### src/rtl/common.sv
// ============================================================================
// Module      : common (package)
// Description : Small scalar aliases shared across the core codebase.
//               bool - single-bit truth value
//               u32  - 32-bit unsigned quantity
// Revision    : 1.0 - initial release
// ============================================================================
`default_nettype none

package common;

    typedef logic        bool;
    typedef logic [31:0] u32;

endpackage : common

`default_nettype wire

### src/rtl/pipe_pkg.sv
// ============================================================================
// Module      : pipe_pkg (package)
// Description : Shared types for the pipeline controller and its users.
//               stage_idx_t - index of a pipeline stage
//               stage_vec_t - one bit per pipeline stage
//               cnt_t       - performance counter value
//               The types are sized for the default core configuration.
// Revision    : 1.0 - initial release
// ============================================================================
`default_nettype none

package pipe_pkg;

    import common::*;

    localparam u32 c_NSTAGE = 32'd5;
    localparam u32 c_CNT_W  = 32'd64;

    typedef logic [$clog2(c_NSTAGE)-1:0] stage_idx_t;
    typedef logic [c_NSTAGE-1:0]         stage_vec_t;
    typedef logic [c_CNT_W-1:0]          cnt_t;

endpackage : pipe_pkg

`default_nettype wire

### src/rtl/pipe_ctrl_perf_counter.sv
// ============================================================================
// Module      : perf_counter
// Description : Free-running event counter with synchronous clear.
//               Wraps modulo 2^WIDTH.
// Ports       : clk      - clock
//               rst      - synchronous active-high clear
//               i_inc    - count one event this cycle
//               o_count  - current count
// Revision    : 1.0 - initial release
// ============================================================================
`default_nettype none

module perf_counter #(
    parameter int WIDTH = 64
) (
    input  logic             clk,
    input  logic             rst,
    input  logic             i_inc,
    output logic [WIDTH-1:0] o_count
);

    logic [WIDTH-1:0] r_count;

    always_ff @(posedge clk) begin
        if (rst) begin
            r_count <= '0;
        end else if (i_inc) begin
            r_count <= r_count + WIDTH'(1);
        end
    end

    assign o_count = r_count;

endmodule : perf_counter

`default_nettype wire

### src/rtl/pipe_ctrl.sv
// ============================================================================
// Module      : pipe_ctrl
// Description : Per-stage hold/bubble/squash controller for an in-order
//               pipeline. Tracks a valid bit per stage, drives the load
//               enables of the inter-stage registers, flags retirement and
//               keeps the performance counters.
// Ports       : clk, rst      - clock, synchronous active-high reset
//               fetch_ok      - stage 0 presents a valid instruction
//               stall_req     - per-stage "cannot complete" request
//               flush         - instruction in flush_stage redirects the PC
//               flush_stage   - index of the redirecting stage
//               reg_en        - load enable, register between stage k, k+1
//               stage_valid   - per-stage live-instruction flag
//               commit_valid  - last stage retires this cycle
//               redirect      - flush accepted this cycle
//               *_cnt         - cycle / commit / stall / flush counters
// Revision    : 1.0 - initial release
// ============================================================================
`default_nettype none

module pipe_ctrl
    import common::*;
    import pipe_pkg::*;
#(
    parameter int NSTAGE = int'(c_NSTAGE),
    parameter int CNT_W  = int'(c_CNT_W)
) (
    input  logic                      clk,
    input  logic                      rst,
    input  logic                      fetch_ok,
    input  logic [NSTAGE-1:0]         stall_req,
    input  logic                      flush,
    input  logic [$clog2(NSTAGE)-1:0] flush_stage,
    output logic [NSTAGE-2:0]         reg_en,
    output logic [NSTAGE-1:0]         stage_valid,
    output logic                      commit_valid,
    output logic                      redirect,
    output logic [CNT_W-1:0]          cycle_cnt,
    output logic [CNT_W-1:0]          commit_cnt,
    output logic [CNT_W-1:0]          stall_cnt,
    output logic [CNT_W-1:0]          flush_cnt
);

    localparam int c_IDX_W = $clog2(NSTAGE);

    // Registered valid bits for stages 1..NSTAGE-1; stage 0 is fetch_ok.
    logic [NSTAGE-1:1] r_vld;
    logic [NSTAGE-1:1] w_vld_nxt;
    logic [NSTAGE-1:0] w_vld;

    // w_held[NSTAGE] is the always-free sink beyond writeback.
    logic [NSTAGE:0]   w_held;
    logic [NSTAGE-1:1] w_squash;
    logic              w_stage_free;
    bool               w_acc;
    logic              w_commit;

    assign w_vld = {r_vld, fetch_ok};

    // A stall at stage k blocks k and every younger (lower-index) stage.
    always_comb begin
        w_held = '0;
        for (int k = NSTAGE - 1; k >= 0; k--) begin
            w_held[k] = stall_req[k] | w_held[k+1];
        end
    end

    // Only stages 1..NSTAGE-1 can redirect; any other index never matches,
    // so out-of-range requests fall through as "not free" and are ignored.
    always_comb begin
        w_stage_free = 1'b0;
        for (int k = 1; k < NSTAGE; k++) begin
            if (flush_stage == c_IDX_W'(k)) begin
                w_stage_free = ~w_held[k];
            end
        end
    end

    assign w_acc = flush & w_stage_free;

    // Squash the redirecting stage and everything younger than it.
    always_comb begin
        w_squash = '0;
        for (int j = 1; j < NSTAGE; j++) begin
            w_squash[j] = w_acc & (c_IDX_W'(j) <= flush_stage);
        end
    end

    // Next valid state: squash beats hold; a held producer feeding a free
    // consumer leaves a bubble behind.
    always_comb begin
        w_vld_nxt = r_vld;
        for (int j = 1; j < NSTAGE; j++) begin
            if (w_squash[j]) begin
                w_vld_nxt[j] = 1'b0;
            end else if (!w_held[j]) begin
                w_vld_nxt[j] = w_vld[j-1] & ~w_held[j-1];
            end
        end
    end

    always_ff @(posedge clk) begin
        if (rst) begin
            r_vld <= '0;
        end else begin
            r_vld <= w_vld_nxt;
        end
    end

    // Payload registers may load garbage on a squash; the valid bit governs.
    for (genvar k = 0; k < NSTAGE - 1; k++) begin : g_reg_en
        assign reg_en[k] = ~w_held[k+1] | w_squash[k+1];
    end

    // Gated by rst so that neither pulse appears while reset is asserted.
    assign w_commit     = r_vld[NSTAGE-1] & ~stall_req[NSTAGE-1] & ~rst;
    assign commit_valid = w_commit;
    assign redirect     = w_acc & ~rst;
    assign stage_valid  = w_vld;

    perf_counter #(.WIDTH(CNT_W)) u_cycle_cnt (
        .clk     (clk),
        .rst     (rst),
        .i_inc   (1'b1),
        .o_count (cycle_cnt)
    );

    perf_counter #(.WIDTH(CNT_W)) u_commit_cnt (
        .clk     (clk),
        .rst     (rst),
        .i_inc   (w_commit),
        .o_count (commit_cnt)
    );

    perf_counter #(.WIDTH(CNT_W)) u_stall_cnt (
        .clk     (clk),
        .rst     (rst),
        .i_inc   (~w_commit),
        .o_count (stall_cnt)
    );

    perf_counter #(.WIDTH(CNT_W)) u_flush_cnt (
        .clk     (clk),
        .rst     (rst),
        .i_inc   (w_acc),
        .o_count (flush_cnt)
    );

endmodule : pipe_ctrl

`default_nettype wire

### config.mk
export PLATFORM = sky130hd
export DESIGN_NAME = pipe_ctrl
export DESIGN_NICKNAME = d
export VERILOG_FILES = /design/src/rtl/common.sv /design/src/rtl/pipe_pkg.sv /design/src/rtl/pipe_ctrl_perf_counter.sv /design/src/rtl/pipe_ctrl.sv
export SDC_FILE = /design/constraint.sdc
export NUM_CORES = 1
export LEC_CHECK = 0
export CAP_MARGIN = 20
export CORE_ASPECT_RATIO = 1.25
export CORE_UTILIZATION = 47
export CTS_BUF_LIST = sky130_fd_sc_hd__clkbuf_4
export DETAILED_ROUTE_END_ITERATION = 10
export GPL_TIMING_DRIVEN = 1
export HOLD_SLACK_MARGIN = 0.12
export PLACE_DENSITY = 0.77
export SETUP_SLACK_MARGIN = 0.02
export SYNTH_ARGS = -nofsm -noshare
export SYNTH_HDL_FRONTEND = slang
export SYNTH_SLANG_ARGS = --single-unit
### constraint.sdc
create_clock -name clk -period 2.6 [get_ports clk]
set_input_delay 0.52 -clock clk [delete_from_list [all_inputs] [get_ports clk]]
set_output_delay 0.52 -clock clk [all_outputs]
set_load 0.03 [all_outputs]
**Yosys cells after proc, flatten, opt, wreduce, memory -nomap -nowiden**

Cells that the tools add are included.

- Register bits after elaboration: 260
- Input port bits: 12
- Word-level logic and storage cells: 54

- $add $sub $neg: 4
- Magnitude comparators: 4
- Eq/ne operators: 4
- Mux-type cells: 4
- Bitwise logic cells: 26
- Reductions and logical operators: 4

Operators with widths:

| kind | number |
|---|---|
| $add A64 B1 Y64 const B | 4 |
| $and A1 B1 Y1 | 12 |
| $or A1 B1 Y1 | 8 |
| $reduce_or A2 Y1 | 4 |
| $eq A3 B2 Y1 const B | 2 |
| $le A2 B3 Y1 const A | 2 |
| $not A1 Y1 | 6 |
| $mux W1 | 4 |
| $eq A3 B1 Y1 const B | 1 |
| $eq A3 B3 Y1 const B | 1 |
| $le A1 B3 Y1 const A | 1 |
| $le A3 B3 Y1 const A | 1 |

**Longest topological paths before layout**

Gate-level depths: netlist of run 1.

- Depth after elaboration: 11
- Gate-level depth with buffers: 10
- Depth with buffers taken out: 6

**Hierarchy**

Synthesis of run 1 repeated with hierarchy kept, for this count alone.

- Cells, all modules: 1,429
- Area, all modules: 12,421.9 um2

By module, submodules not included:

| module | instances | cells each | area an instance (um2) | seq. area each (um2) |
|---|---|---|---|---|
| perf_counter | 4 | 347 | 3,027.9 | 1,281.2 |
| pipe_ctrl | 1 | 41 | 310.3 | 80.1 |

**Least setup slack after synthesis of run 1**

Ideal clock, no wire load.

- Kind: in2out
- Start point: in stall_req[4]
- End point: out reg_en[1]
- Arrival: 2.685 ns
- Data required time: 2.080 ns
- Setup slack: -0.605 ns
- Stages: 8
- Path buffers: 4
- Path through: buf_6 or3_1 buf_2 a211o_1 a21o_1 clkbuf_1 clkbuf_1 o21ai_0

- Cells in the longest elaborated chain, start to end: 11
- Elaborated cells on any way between the ends: 14
- Those cells by class: mux (4); bitwise (10)

Ends and longest elaborated chain:

| item | line | source |
|---|---|---|
| from (decl) | pipe_ctrl.sv:31 | `input logic [NSTAGE-1:0] stall_req,` |
| $or A1 B1 Y1 (3 in a row) | pipe_ctrl.sv:64 | `w_held[k] = stall_req[k] \| w_held[k+1];` |
| $not A1 Y1 | pipe_ctrl.sv:74 | `w_stage_free = ~w_held[k];` |
| $mux W1 (4 in a row) | pipe_ctrl.sv:73 | `if (flush_stage == c_IDX_W'(k)) begin` |
| $and A1 B1 Y1 | pipe_ctrl.sv:79 | `assign w_acc = flush & w_stage_free;` |
| $and A1 B1 Y1 | pipe_ctrl.sv:85 | `w_squash[j] = w_acc & (c_IDX_W'(j) <= flush_stage);` |
| $or A1 B1 Y1 (*) | pipe_ctrl.sv:112 | `assign reg_en[k] = ~w_held[k+1] \| w_squash[k+1];` |
| to (decl) | pipe_ctrl.sv:34 | `output logic [NSTAGE-2:0] reg_en,` |

Mark *: on every way between the ends. The rest lies on a longest branch, timed or not.

**Worst setup path in the final report of run 1**

- Start point: in flush_stage[1]
- End point: out reg_en[1]

- Cells in the longest elaborated chain, start to end: 8
- Elaborated cells on any way between the ends: 12
- Those cells by class: order compare (1); eq/ne (4); mux (4); bitwise (3)

Ends and longest elaborated chain:

| item | line | source |
|---|---|---|
| from (decl) | pipe_ctrl.sv:33 | `input logic [$clog2(NSTAGE)-1:0] flush_stage,` |
| $eq A3 B1 Y1 | pipe_ctrl.sv:73 |  |
| $mux W1 (4 in a row) | pipe_ctrl.sv:73 |  |
| $and A1 B1 Y1 | pipe_ctrl.sv:79 |  |
| $and A1 B1 Y1 (*) | pipe_ctrl.sv:85 |  |
| $or A1 B1 Y1 (*) | pipe_ctrl.sv:112 |  |

Marks and branches as above.

==> Implementation_results.wiki, run 1 <==
{| class="wikitable"
! Metric !! Value
|-
| Effective utilization at floorplan || about 48%
|-
| Async S/R FF share, synth || 0%
|-
| Static Leakage || roughly 5.4 nW
|-
| Clock edge transition at the registers on the reported setup and hold paths || 70 ps
|-
| Post-DRT Antenna Nets || 0
|-
| Fmax || just under 400 MHz
|-
| Count of cell types in the netlist || 51
|-
| CTS H-tree lvls || 3
|-
| Share of layout cells above drive strength 1 || 13.3%
|-
| Number of CTS-inserted buffers || a little under 70
|-
| Outcome || finished, final reports clean
|-
| Avg Synthesized Cell Area || between 8 and 9 um2
|-
| Number of cells on the worst reg-to-reg path || 6
|-
| First-pass GRT wire length || about 60,000 um
|-
| # setup viols final || 0
|-
| Post-Synth XOR/XNOR Area || just under 7%
|-
| Highest-count cells in the layout ignoring fill and taps || sky130_fd_sc_hd__clkdlybuf4s50_1 (263), sky130_fd_sc_hd__dfxtp_1 (259), sky130_fd_sc_hd__a21oi_1 (145)
|-
| Synthesized area || approximately 12,000 um2
|-
| Type of the most critical hold path || in -> reg
|-
| Initial DRC Count || between 700 and 800
|-
| Number of global-route vias before repair || about 12k
|-
| Hold-fix buffer count after cts || 0
|-
| Post-synthesis instance total || approximately 1.5k
|-
| Endpoint required time on the critical path || ~2100 ps
|-
| Critical path startpoint category || input port
|-
| Clock Tree Root || sky130_fd_sc_hd__clkbuf_4
|-
| Capturing element type of the critical path || output pin
|-
| Net switching power of the design || around 1.9 mW
|-
| Post-Route WL || 36,700 um
|-
| Cell count of the worst hold path || 3
|-
| Count of boundary I/O pins || roughly 280
|-
| Post-place instance area || between 15,000 and 20,000 um2
|-
| Internal power contribution || 5.94 mW
|-
| Combinational share of power || between 3 and 4%
|-
| Worst-path fanout max || 4
|-
| Clock network fraction of design power || between 40% and 50%
|-
| Post-synthesis share of cell area spent on and, or, nand and nor gates || between 30% and 40%
|-
| Clock sinks || 260
|-
| Reg2Reg Launch Point || u_flush_cnt.o_count[7]
|-
| Most common cell after layout, fill and taps aside || sky130_fd_sc_hd__clkdlybuf4s50_1
|-
| Final worst path period need || 2560 ps
|-
| Count of standard-cell rows || 66
|-
| Post-synthesis sequential element count || 260
|-
| Largest vdd supply drop || approximately 0.38 mV
|-
| Final Max Tran Viols || 0
|-
| Sequential share of power || between 50% and 60%
|-
| Sum of net half-perimeters after detailed placement || between 20,000 and 30,000 um
|-
| Util after Layout || between 60% and 70%
|-
| Number of enable-type register cells in the synthesized netlist || 0
|-
| Post-route cell area || between 15,000 and 20,000 um2
|-
| Placeable core area || 26,000 um2
|-
| Floorplan die area || about 27,000 um2
|-
| Pin count of the biggest net entering global routing || 74
|-
| Setup repair after global routing missed its margin || true
|-
| Final weighted congestion in routability-driven placement || a little over 0.8
|-
| Hold Crit Start || stall_req[2]
|-
| Overall die height || about 180 um
|-
| Total global routing overflow || 0
|-
| Insertion delay of the later-clocked pin in the worst-skew pair || 710 ps
|-
| Vias || roughly 13k
|-
| Number of fill cells || 2,238
|-
| Post-DR wirelength/cell || approximately 16 um
|-
| Number of warnings issued by yosys || 0
|-
| Clk buf depth || 3
|-
| Area overhead of the layout relative to synthesis || 36.6%
|-
| Sequential area share after synthesis || a little over two fifths
|-
| Vias per inst || between 5 and 6
|-
| Final hold violations || 0
|-
| Number of antenna violations at the first check in global routing || 1
|-
| Syn Nets || ~1.5k
|-
| TritonCTS clock tree || built
|-
| Share of synthesized area spent on multiplexers || 0.634%
|-
| Maximum Capacitance Violations || 0
|-
| Nets || approximately 1.9k
|-
| Areal power density over the cells || between 400 and 500 nW/um2
|-
| Final period utilization || a little over nine tenths
|-
| Post-synthesis adder-cell area fraction || less than 1%
|-
| Max_slew headroom || a little under half
|-
| Primary FF master, synth || sky130_fd_sc_hd__dfxtp_1
|-
| Detailed Routing Iterations Pass 1 || 5
|-
| All-Layer GR Usage || a little over a quarter
|-
| Largest family of logic cells by synthesized area || simple AND/OR/NAND/NOR gates
|-
| Number of port buffers || ~280
|-
| Register-to-register path setup slack || between 200 and 250 ps
|-
| Crit path DAT || 2040 ps
|-
| Compound-cell area share of the yosys netlist || roughly 15%
|-
| Die width || about 150 um
|-
| Hold Path End || r_vld[3]
|-
| Terminus of the critical flop-to-flop path || u_flush_cnt.o_count[44]
|-
| Switching portion of total power || 23.8%
|-
| DRC Markers || 0
|-
| Clock tree skew after final layout || 42.3 ps
|-
| Crit Path Class || in -> out
|-
| Worst Max-Slew Pin Slew || between 700 and 800 ps
|}
==> layout make-up <==
class                      count  area, um2  area share, %
multi-input combinational   1133       6850           40.3
clock buffer                 101        758           4.47
antenna                        1       2.50         0.0147
clock inverter                 9       61.3          0.361
inverter                      32        120          0.707
sequential                   260       5210           30.7
tap                          340        425           2.51
timing repair buffer         379       3560           20.9
==> worst max-delay path, stage by stage <==
cell and delay, ps:
sky130_fd_sc_hd__clkbuf_2 90, sky130_fd_sc_hd__or3b_4 380, sky130_fd_sc_hd__a211o_1 320, sky130_fd_sc_hd__a21o_1 250
sky130_fd_sc_hd__buf_12 160, sky130_fd_sc_hd__o21ai_4 160, sky130_fd_sc_hd__buf_6 160
==> flip-flops by register name (all words and copies together) (netlist names) <==
name,count
u_commit_cnt.o_count,64
u_cycle_cnt.o_count,64
r_vld,4
u_flush_cnt.o_count,64
u_stall_cnt.o_count,64
==> metal layers <==
layer  track usage [%]  part of all wire, %
met5                 0                    0
met4              11.3                  2.2
met3              5.81                  7.4
met2              46.1                   50
met1              31.9                   41
==> worst max-delay path by stage <==
| stage | from | end | slack (ps) | cells past startpoint |
|---|---|---|---|---|
| 3_3_place_gp | stall_req[1] | u_flush_cnt.o_count[62] | -480 | 7 |
| 6_report | flush_stage[1] | reg_en[1] | 40 | 7 |
| 4_1_cts | flush_stage[0] | reg_en[1] | 0.4 | 7 |
| 3_5_place_dp | stall_req[1] | u_flush_cnt.o_count[44] | -550 | 7 |
| 2_1_floorplan | stall_req[4] | reg_en[1] | -60 | 8 |
| 5_1_grt | flush_stage[1] | reg_en[1] | 10 | 7 |
==> per-stage QoR <==
stage                     TNS [ps]  power [mW]  hold WS (ps)  std cells  setup slack (ps)
after global placement      -50240        4.34           450       2141              -484
after CTS                        0        7.88           178       2254             0.394
after floorplan               -217        4.24           566       1505             -62.1
after detailed placement    -59380        4.35           454       2141              -551
final                            0        7.79           131       2255              41.2
after global routing             0        8.11           122       2255              12.3
==> power by group through the flow <==
stage               Clock, mW  Sequential [mW]  Combinational [mW]
finish                   3.53             4.00               0.260
global placement            0             4.09               0.250
CTS                      3.62             4.00               0.259
detailed placement          0             4.09               0.253
floorplan                   0             4.11               0.128
global route             3.83             4.00               0.276
==> synth_stat cells, types with 21 or more instances <==
cell | count | area (um2)
sky130_fd_sc_hd__dfxtp_1 | 260 | 5200
sky130_fd_sc_hd__a21oi_1 | 145 | 726
sky130_fd_sc_hd__nor2_1 | 141 | 529
sky130_fd_sc_hd__nand2_1 | 105 | 394
sky130_fd_sc_hd__nand4_1 | 102 | 638
sky130_fd_sc_hd__nand3_1 | 80 | 400
sky130_fd_sc_hd__or4_1 | 80 | 601
sky130_fd_sc_hd__o31ai_1 | 78 | 586
sky130_fd_sc_hd__clkbuf_1 | 69 | 259
sky130_fd_sc_hd__o21ai_0 | 67 | 335
sky130_fd_sc_hd__xor2_1 | 58 | 508
sky130_fd_sc_hd__or3_1 | 57 | 357
sky130_fd_sc_hd__xnor2_1 | 40 | 350
sky130_fd_sc_hd__inv_1 | 31 | 116
sky130_fd_sc_hd__and4_1 | 26 | 228
sky130_fd_sc_hd__and3_1 | 23 | 144
sky130_fd_sc_hd__nor4_1 | 22 | 138
sky130_fd_sc_hd__nor3_1 | 21 | 105
==> logic make-up after synthesis <==
group / Yosys count
flip-flops: 260
AO/OA/AOI/OAI: 319
AND/OR/NAND/NOR: 705
buffers and inverters: 112
XOR/XNOR: 98
adder cells (fa/ha/maj): 4
multiplexers: 7
==> what timing repair did <==
action,in CTS,in global routing
endpoints found under the setup margin,5,6
resized for setup,28,9
setup buffers,3,0
gates cloned,0,0
pin swaps,5,5
No activity file was read; power rests on OpenSTA's default activity.
==> inputs of run 2 (changes only) <==
--- a/config.mk
+++ b/config.mk
@@ -7,12 +7,13 @@
 export LEC_CHECK = 0
 export CAP_MARGIN = 20
 export CORE_ASPECT_RATIO = 1.25
+export CORE_MARGIN = 4
 export CORE_UTILIZATION = 47
 export CTS_BUF_LIST = sky130_fd_sc_hd__clkbuf_4
 export DETAILED_ROUTE_END_ITERATION = 10
 export GPL_TIMING_DRIVEN = 1
 export HOLD_SLACK_MARGIN = 0.12
-export PLACE_DENSITY = 0.77
+export PLACE_DENSITY = 0.78
 export SETUP_SLACK_MARGIN = 0.02
 export SYNTH_ARGS = -nofsm -noshare
 export SYNTH_HDL_FRONTEND = slang
==> run 2 against run 1 <==
Net effect: highest routed layer unchanged; critical path type unchanged; via count up 0.83%; clock skew up 13 ps; combinational power up 2%.
==> Implementation_results.wiki, run 2 (synthesis results as in run 1) <==
{| class="wikitable"
! Metric !! Value
|-
| Areal power density over the cells || 469 nW/um2 (+2.1%)
|-
| Floorplan die area || 29,100 um2 (+7.5%)
|-
| Post-DRT Antenna Nets || 0 (unchanged)
|-
| Crit path DAT || 2040 ps (about the same)
|-
| Clock Tree Root || sky130_fd_sc_hd__clkbuf_4
|-
| Final period utilization || 98.6% (+0.16 points)
|-
| DRC Markers || 0 (unchanged)
|-
| Number of fill cells || 2,209 (-1.3%)
|-
| Clk buf depth || 3 (unchanged)
|-
| Total global routing overflow || 0 (unchanged)
|-
| # setup viols final || 0 (unchanged)
|-
| Die width || 153 um (+4.1%)
|-
| Post-Route WL || 37,600 um (+2.5%)
|-
| Vias per inst || 5.85 (+0.43%)
|-
| Number of CTS-inserted buffers || 69 (unchanged)
|-
| Number of global-route vias before repair || 12.7k (+1.3%)
|-
| Fmax || 390 MHz (-0.16%)
|-
| CTS H-tree lvls || 3 (unchanged)
|-
| Switching portion of total power || 23.4% (-0.36 points)
|-
| Number of port buffers || 278 (unchanged)
|-
| Hold-fix buffer count after cts || 0 (unchanged)
|-
| Sequential share of power || 49.9% (-1.5 points)
|-
| Final worst path period need || 2560 ps (+4.09 ps)
|-
| Post-route cell area || 17,100 um2 (+0.83%)
|-
| Post-DR wirelength/cell || 16.6 um (+2.1%)
|-
| Effective utilization at floorplan || 47.8% (unchanged)
|-
| Detailed Routing Iterations Pass 1 || 5 (unchanged)
|-
| Endpoint required time on the critical path || 2080 ps (about the same)
|-
| Type of the most critical hold path || in -> reg
|-
| Clock edge transition at the registers on the reported setup and hold paths || 60 ps (about the same)
|-
| Clock sinks || 260 (unchanged)
|-
| Final Max Tran Viols || 0 (unchanged)
|-
| Count of boundary I/O pins || 279 (unchanged)
|-
| Worst Max-Slew Pin Slew || 854 ps (+66.8 ps)
|-
| Nets || 1,894 (+0.16%)
|-
| Worst setup slack after layout || 37.1 ps (-4.09 ps)
|-
| Static Leakage || 5.46 nW (+0.79%)
|-
| Capturing element type of the critical path || output pin
|-
| Combinational share of power || 3.3% (about the same)
|-
| All-Layer GR Usage || 24.6% (-2.1 points)
|-
| Area overhead of the layout relative to synthesis || 37.8%
|-
| Largest vdd supply drop || 0.320 mV (-16%)
|-
| Final weighted congestion in routability-driven placement || 0.870 (+5.3%)
|-
| Share of layout cells above drive strength 1 || 13.4% (+0.11 points)
|-
| Clock tree skew after final layout || 54.8 ps (+12.5 ps)
|-
| Number of cells on the worst reg-to-reg path || 6 (unchanged)
|-
| Sum of net half-perimeters after detailed placement || 26,500 um (+3.6%)
|-
| Critical path startpoint category || input port
|-
| Setup slack after placement || -634 ps (-82.6 ps)
|-
| Setup repair after global routing missed its margin || true
|-
| Outcome || finished, final reports clean
|-
| Max_slew headroom || 43.0% (-4.5 points)
|-
| Internal power contribution || 6.15 mW (+3.5%)
|-
| Placeable core area || 26,000 um2 (unchanged)
|-
| Clock network fraction of design power || 46.8% (+1.5 points)
|-
| Util after Layout || 65.8% (+0.54 points)
|-
| First-pass GRT wire length || 61,800 um (+2.6%)
|-
| Initial DRC Count || 608 (-17%)
|-
| Most common cell after layout, fill and taps aside || sky130_fd_sc_hd__clkdlybuf4s50_1
|-
| Cell count of the worst hold path || 3 (unchanged)
|-
| TritonCTS clock tree || built
|-
| Net switching power of the design || 1.88 mW (+1.4%)
|-
| Insertion delay of the later-clocked pin in the worst-skew pair || 670 ps (-40 ps)
|-
| Overall die height || 190 um (+3.3%)
|-
| Maximum Capacitance Violations || 0 (unchanged)
|-
| Post-place instance area || 16,200 um2 (+0.26%)
|-
| Pin count of the biggest net entering global routing || 80 (+8.1%)
|-
| Count of standard-cell rows || 66 (unchanged)
|-
| Vias || 13.2k (+0.83%)
|-
| Final hold violations || 0 (unchanged)
|-
| Worst-path fanout max || 5 (+1)
|-
| Crit Path Class || in -> out
|-
| Number of antenna violations at the first check in global routing || 1 (unchanged)
|-
| Highest-count cells in the layout ignoring fill and taps || sky130_fd_sc_hd__clkdlybuf4s50_1 (264), sky130_fd_sc_hd__dfxtp_1 (260), sky130_fd_sc_hd__a21oi_1 (145)
|}
==> run 2: cell count changes in the layout (fill, tap and decap cells not counted), sizes merged <==
cell           before  now
diode               1    3
clkdlybuf4s50     263  264
clkbuf            104  102
bufinv              1    3
buf               111  116
inv                35   32
clkinv              5   10
dlymetal6s2s        1    0
==> run 2: per-layer routing <==
layer  global-route usage (%)  share of wire (%)  vias to the layer above
li1                         -                  -                     6410
met1                     30.2                 41                     6293
met2                     41.6                 49                      462
met3                     7.53                7.8                       82
met4                     7.95                2.5                        0
met5                        0                  0                        -
==> run 2: cell type report <==
| cell class | instances | area, um2 | area share [%] |
|---|---|---|---|
| multi-input cells | 1133 | 6890 | 40.2 |
| flip-flops and latches | 260 | 5200 | 30.4 |
| repair buffers | 382 | 3590 | 21.0 |
| clock buffers | 101 | 758 | 4.43 |
| well taps | 340 | 425 | 2.49 |
| clock inverters | 13 | 128 | 0.746 |
| inverters | 32 | 120 | 0.702 |
| diodes | 3 | 7.51 | 0.0439 |
==> run 2: critical path: stages <==
cell and delay, ps:
sky130_fd_sc_hd__buf_6 110, sky130_fd_sc_hd__or3b_4 390, sky130_fd_sc_hd__a211o_4 360, sky130_fd_sc_hd__a21o_4 240
sky130_fd_sc_hd__buf_12 140, sky130_fd_sc_hd__o21ai_4 140, sky130_fd_sc_hd__buf_6 140
==> run 2: final timing paths <==
check | slack [ps] | startpoint | end
worst max-delay path | 40 | stall_req[1] | reg_en[1]
worst min register to register | 480 | u_cycle_cnt.o_count[0] | u_cycle_cnt.o_count[0]
worst max register to register | 270 | u_flush_cnt.o_count[7] | u_flush_cnt.o_count[44]
worst min-delay path | 190 | stall_req[2] | r_vld[3]
==> run 2: through the flow <==
| step | std cells | TNS, ps | power, mW | hold slack [ps] |
|---|---|---|---|---|
| 2_1_floorplan | 1505 | -217 | 4.24 | 566 |
| 3_3_place_gp | 2145 | -56640 | 4.34 | 447 |
| 3_5_place_dp | 2145 | -60710 | 4.35 | 465 |
| 4_1_cts | 2261 | 0 | 8.12 | 137 |
| 5_1_grt | 2264 | -0.366 | 8.37 | 157 |
| 6_report | 2264 | 0 | 8.02 | 186 |
==> run 2: repair_timing <==
item	CTS	global route
setup buffers	2	0
resized for setup	39	3
pin swaps	5	0
setup endpoints to repair	5	4
==> run 2: power by group through the flow <==
stage	clock network [mW]	logic, mW	registers [mW]
floorplan	0	0.128	4.11
global placement	0	0.253	4.09
detailed placement	0	0.256	4.09
CTS	3.86	0.264	4.00
global route	4.08	0.284	4.00
finish	3.76	0.266	4.00
==> inputs of run 3 (changes only) <==
--- a/config.mk
+++ b/config.mk
@@ -6,7 +6,6 @@
 export NUM_CORES = 1
 export LEC_CHECK = 0
 export CAP_MARGIN = 20
-export CORE_ASPECT_RATIO = 1.25
 export CORE_MARGIN = 4
 export CORE_UTILIZATION = 47
 export CTS_BUF_LIST = sky130_fd_sc_hd__clkbuf_4
==> run 3 against run 2 <==
Net effect: final cell count shrank 0.31%; clock skew fell by 1.9 ps; register-to-register slack worse by 90 ps; final area hardly changed; largest cell class unchanged; flip-flop and latch count is the same.
==> Implementation_results.wiki, run 3 (synthesis results as in run 1) <==
{| class="wikitable"
! Metric !! Value
|-
| Area overhead of the layout relative to synthesis || 37.7% (about the same)
|-
| Maximum Capacitance Violations || 0 (unchanged)
|-
| Overall die height || 171 um (-10%)
|-
| All-Layer GR Usage || 24.0% (-0.68 points)
|-
| Most common cell after layout, fill and taps aside || sky130_fd_sc_hd__clkdlybuf4s50_1
|-
| Static Leakage || 5.48 nW (+0.33%)
|-
| Critical path startpoint category || input port
|-
| Util after Layout || 65.7% (-0.16 points)
|-
| Endpoint required time on the critical path || 2080 ps (about the same)
|-
| # setup viols final || 0 (unchanged)
|-
| Outcome || finished, final reports clean
|-
| Post-Route WL || 36,600 um (-2.6%)
|-
| Worst setup slack after layout || 107 ps (+69.9 ps)
|-
| CTS H-tree lvls || 3 (unchanged)
|-
| Crit Path Class || in -> out
|-
| Die width || 171 um (+11%)
|-
| Setup repair after global routing missed its margin || false
|-
| Fmax || 401 MHz (+2.8%)
|-
| Crit path DAT || 1970 ps (-70 ps)
|-
| Max_slew headroom || 45.4% (+2.3 points)
|-
| Worst Max-Slew Pin Slew || 820 ps (-34.9 ps)
|-
| Sum of net half-perimeters after detailed placement || 25,700 um (-3.1%)
|-
| Clock sinks || 260 (unchanged)
|-
| Final Max Tran Viols || 0 (unchanged)
|-
| Post-DRT Antenna Nets || 0 (unchanged)
|-
| Clock tree skew after final layout || 52.9 ps (-1.89 ps)
|-
| Floorplan die area || 29,100 um2 (about the same)
|-
| Number of antenna violations at the first check in global routing || 4 (+3)
|-
| Clock Tree Root || sky130_fd_sc_hd__clkbuf_4
|-
| Areal power density over the cells || 465 nW/um2 (-0.81%)
|-
| Final period utilization || 95.9% (-2.7 points)
|-
| Count of boundary I/O pins || 279 (unchanged)
|-
| Worst-path fanout max || 3 (-2)
|-
| DRC Markers || 0 (unchanged)
|-
| Number of global-route vias before repair || 12.3k (-3.0%)
|-
| Insertion delay of the later-clocked pin in the worst-skew pair || 660 ps (about the same)
|-
| Type of the most critical hold path || in -> reg
|-
| TritonCTS clock tree || built
|-
| Total global routing overflow || 0 (unchanged)
|-
| Clock edge transition at the registers on the reported setup and hold paths || 60 ps (about the same)
|-
| Pin count of the biggest net entering global routing || 166 (+110%)
|-
| Detailed Routing Iterations Pass 1 || 5 (unchanged)
|-
| Vias || 13.2k (-0.17%)
|-
| Final worst path period need || 2490 ps (-69.9 ps)
|-
| Highest-count cells in the layout ignoring fill and taps || sky130_fd_sc_hd__clkdlybuf4s50_1 (263), sky130_fd_sc_hd__dfxtp_1 (259), sky130_fd_sc_hd__a21oi_1 (145)
|-
| Hold Slack || 183 ps (-3.50 ps)
|-
| Number of cells on the worst reg-to-reg path || 7 (+1)
|-
| Clk buf depth || 3 (unchanged)
|-
| Post-DR wirelength/cell || 16.2 um (-2.3%)
|-
| Placeable core area || 26,100 um2 (+0.18%)
|-
| First-pass GRT wire length || 59,300 um (-3.9%)
|-
| Initial DRC Count || 1,066 (+75%)
|-
| Share of layout cells above drive strength 1 || 13.2% (-0.21 points)
|-
| Total power of the final layout || 7.95 mW (-0.87%)
|-
| Capturing element type of the critical path || output pin
|-
| Effective utilization at floorplan || 47.7% (-0.085 points)
|-
| Number of CTS-inserted buffers || 71 (+2.9%)
|-
| Setup slack after placement || -585 ps (+48.7 ps)
|-
| Vias per inst || 5.86 (+0.14%)
|-
| Final hold violations || 0 (unchanged)
|-
| Number of port buffers || 278 (unchanged)
|-
| Nets || 1,892 (-0.11%)
|-
| Largest vdd supply drop || 0.339 mV (+6.1%)
|-
| Final weighted congestion in routability-driven placement || 0.876 (+0.69%)
|-
| Cell count of the worst hold path || 3 (unchanged)
|-
| Count of standard-cell rows || 59 (-11%)
|}
[run 3: power by group]
part | internal, mW | total [mW] | switching (mW)
Clock | 2.00 | 3.68 | 1.68
Sequential | 3.99 | 4.00 | 0.0116
Combinational | 0.101 | 0.269 | 0.168
[run 3: what timing repair did]
action                     4_1_cts  5_1_grt
gates resized for setup         37        3
hold buffers                     0        0
pin swaps                        5        5
buffers inserted                 6        2
cloned                           1        0
setup endpoints to repair        5        8
[run 3: layout make-up]
cell class | count | area [um2]
fill | 2240 | 8950
clock buffer | 103 | 773
sequential | 260 | 5210
timing repair buffer | 378 | 3620
clock inverter | 15 | 116
tap | 335 | 419
antenna | 1 | 2.50
inverter | 32 | 120
multi-input combinational | 1133 | 6850
[run 3: path summary, 6_finish.rpt]
path	start	end	slack, ps
setup reg to reg	u_flush_cnt.o_count[1]	u_flush_cnt.o_count[62]	180
hold reg to reg	r_vld[4]	r_vld[4]	480
hold / removal	stall_req[2]	r_vld[3]	180
setup / recovery	stall_req[2]	reg_en[1]	110
[run 3: critical path: stages]
cell and delay, ps:
sky130_fd_sc_hd__buf_2 110, sky130_fd_sc_hd__or3_4 400, sky130_fd_sc_hd__a211o_1 320, sky130_fd_sc_hd__a21o_4 240
sky130_fd_sc_hd__buf_12 130, sky130_fd_sc_hd__o21ai_4 110, sky130_fd_sc_hd__buf_6 140
[run 3: layer usage]
| metal | global-route usage (%) | vias up | share of wire, % |
|---|---|---|---|
| met5 | 0 | - | 0.11 |
| met4 | 8.58 | 6 | 2.8 |
| met3 | 6.89 | 88 | 7.9 |
| met2 | 39.6 | 442 | 47 |
| met1 | 29.9 | 6273 | 42 |
| li1 | - | 6415 | - |
[run 3: stage by stage]
stage	cells	area, um2	TNS [ps]
3_5_place_dp	2130	16100	-49980
5_1_grt	2257	17100	0
3_3_place_gp	2130	16100	-43050
6_report	2257	17100	0
2_1_floorplan	1505	12500	-217
4_1_cts	2255	17100	0
==> RTL edit (settings of run 1) <==
Reset style: asynchronous (`rst`), changed in 2 clocked blocks. Comments in the files are not updated.
--- a/src/rtl/pipe_ctrl_perf_counter.sv
+++ b/src/rtl/pipe_ctrl_perf_counter.sv
@@ -21,7 +21,7 @@
 
     logic [WIDTH-1:0] r_count;
 
-    always_ff @(posedge clk) begin
+    always_ff @(posedge clk or posedge rst) begin
         if (rst) begin
             r_count <= '0;
         end else if (i_inc) begin
--- a/src/rtl/pipe_ctrl.sv
+++ b/src/rtl/pipe_ctrl.sv
@@ -99,7 +99,7 @@
         end
     end
 
-    always_ff @(posedge clk) begin
+    always_ff @(posedge clk or posedge rst) begin
         if (rst) begin
             r_vld <= '0;
         end else begin
Function: differs if rst is asserted again (counterexample within 4 cycles, from zero or initial values and one cycle with rst high); with rst held inactive, the same outputs for 10 cycles.
==> RTL edit against run 1 <==
Routed wire length decreased by 15%. Sequential cell count unchanged. Cell area decreased by 1.6%. Worst setup slack got worse by 0.0038 ns. Count of clock-buffer cells in the layout decreased by 12. First-iteration DRC count decreased by 40%. Synthesized area decreased by 3.1%.
Power is not compared: it rests on default switching activity, and its combinational part moved more than twofold at a synthesized area within 25%.
==> RTL edit: results (changes against run 1) <==
[hold_path]
holdPathStages = 4  ; +1
holdPathEnd = r_vld[2]

[synthesis]
yosys.area_share.adder_pct = 0.416  ; +0.013 points
syn-num-nets = 1133  ; -26%
async_reset_ff_share_pct = 100  ; +100 points
yosysUniqueCellTypes = 50  ; -2.0%
synth_compound_area_share_pct = 1.46  ; -14 points
synth_seq_area_share_pct = 54.1  ; +12 points
synth_common_cells = 260 x dfrtp_1, 136 x xnor2_1, 115 x xor2_1

[timing]
fin_crit_ns = 2.56  ; +0.00377 ns
relSlewSlack_pct = 54.7  ; +7.2 points

[global_routing]
grt_max_degree = 71  ; -4.1%
grt_usage_pct = 24.2  ; -2.5 points
grt_pass1_wl_um = 51900  ; -14%
globalRouteMet2Util_pct = 40.8  ; -5.3 points

[pwr]
power.total_w = 0.00856

[cells_and_area]
nNetsFinal = 1519  ; -20%
fin_cells = 1881  ; -17%

[setup_path]
path_max_fanout = 3  ; -1
cp_top_family = simple AND/OR/NAND/NOR gates
reg2reg_from = u_cycle_cnt.o_count[31]
rr_endpoint = u_cycle_cnt.o_count[58]
startpoint = stall_req[3]

[placed_design]
place_ws_ns = -0.355  ; +0.196 ns
gp_congestion = 0.863  ; +4.5%
placed_cell_area_mm2 = 0.0157  ; -2.5%
dp.cells = 1760  ; -18%
dpl.hpwl_um = 22400  ; -12%

[drt]
met2_length_um = 15500  ; -15%
wl_met1_um = 12600  ; -15%

[outcome]
status = finished, final reports clean

-- RTL edit: cell count changes in the layout (fill, tap and decap cells not counted), moves of 47 or more --
| cell | run 1 | this run |
|---|---|---|
| xor2_1 | 58 | 115 |
| o21ai_0 | 64 | 2 |
| o31ai_1 | 77 | 0 |
| xnor2_1 | 40 | 136 |
| buf_4 | 101 | 54 |
| nor2_1 | 140 | 54 |
| or4_1 | 80 | 4 |
| dfxtp_1 | 259 | 0 |
| a21oi_1 | 145 | 2 |
| or3_1 | 56 | 2 |
| dfrtp_1 | 0 | 259 |
-- RTL edit: area by class of cell --
cell class	instances	area (um2)
Fill cell	1990	8500
Sequential cell	260	6510
Multi-Input combinational cell	802	5380
Timing Repair Buffer	344	3440
Clock buffer	89	668
Tap cell	335	419
Clock inverter	21	185
Inverter	29	113
Antenna cell	1	2.50
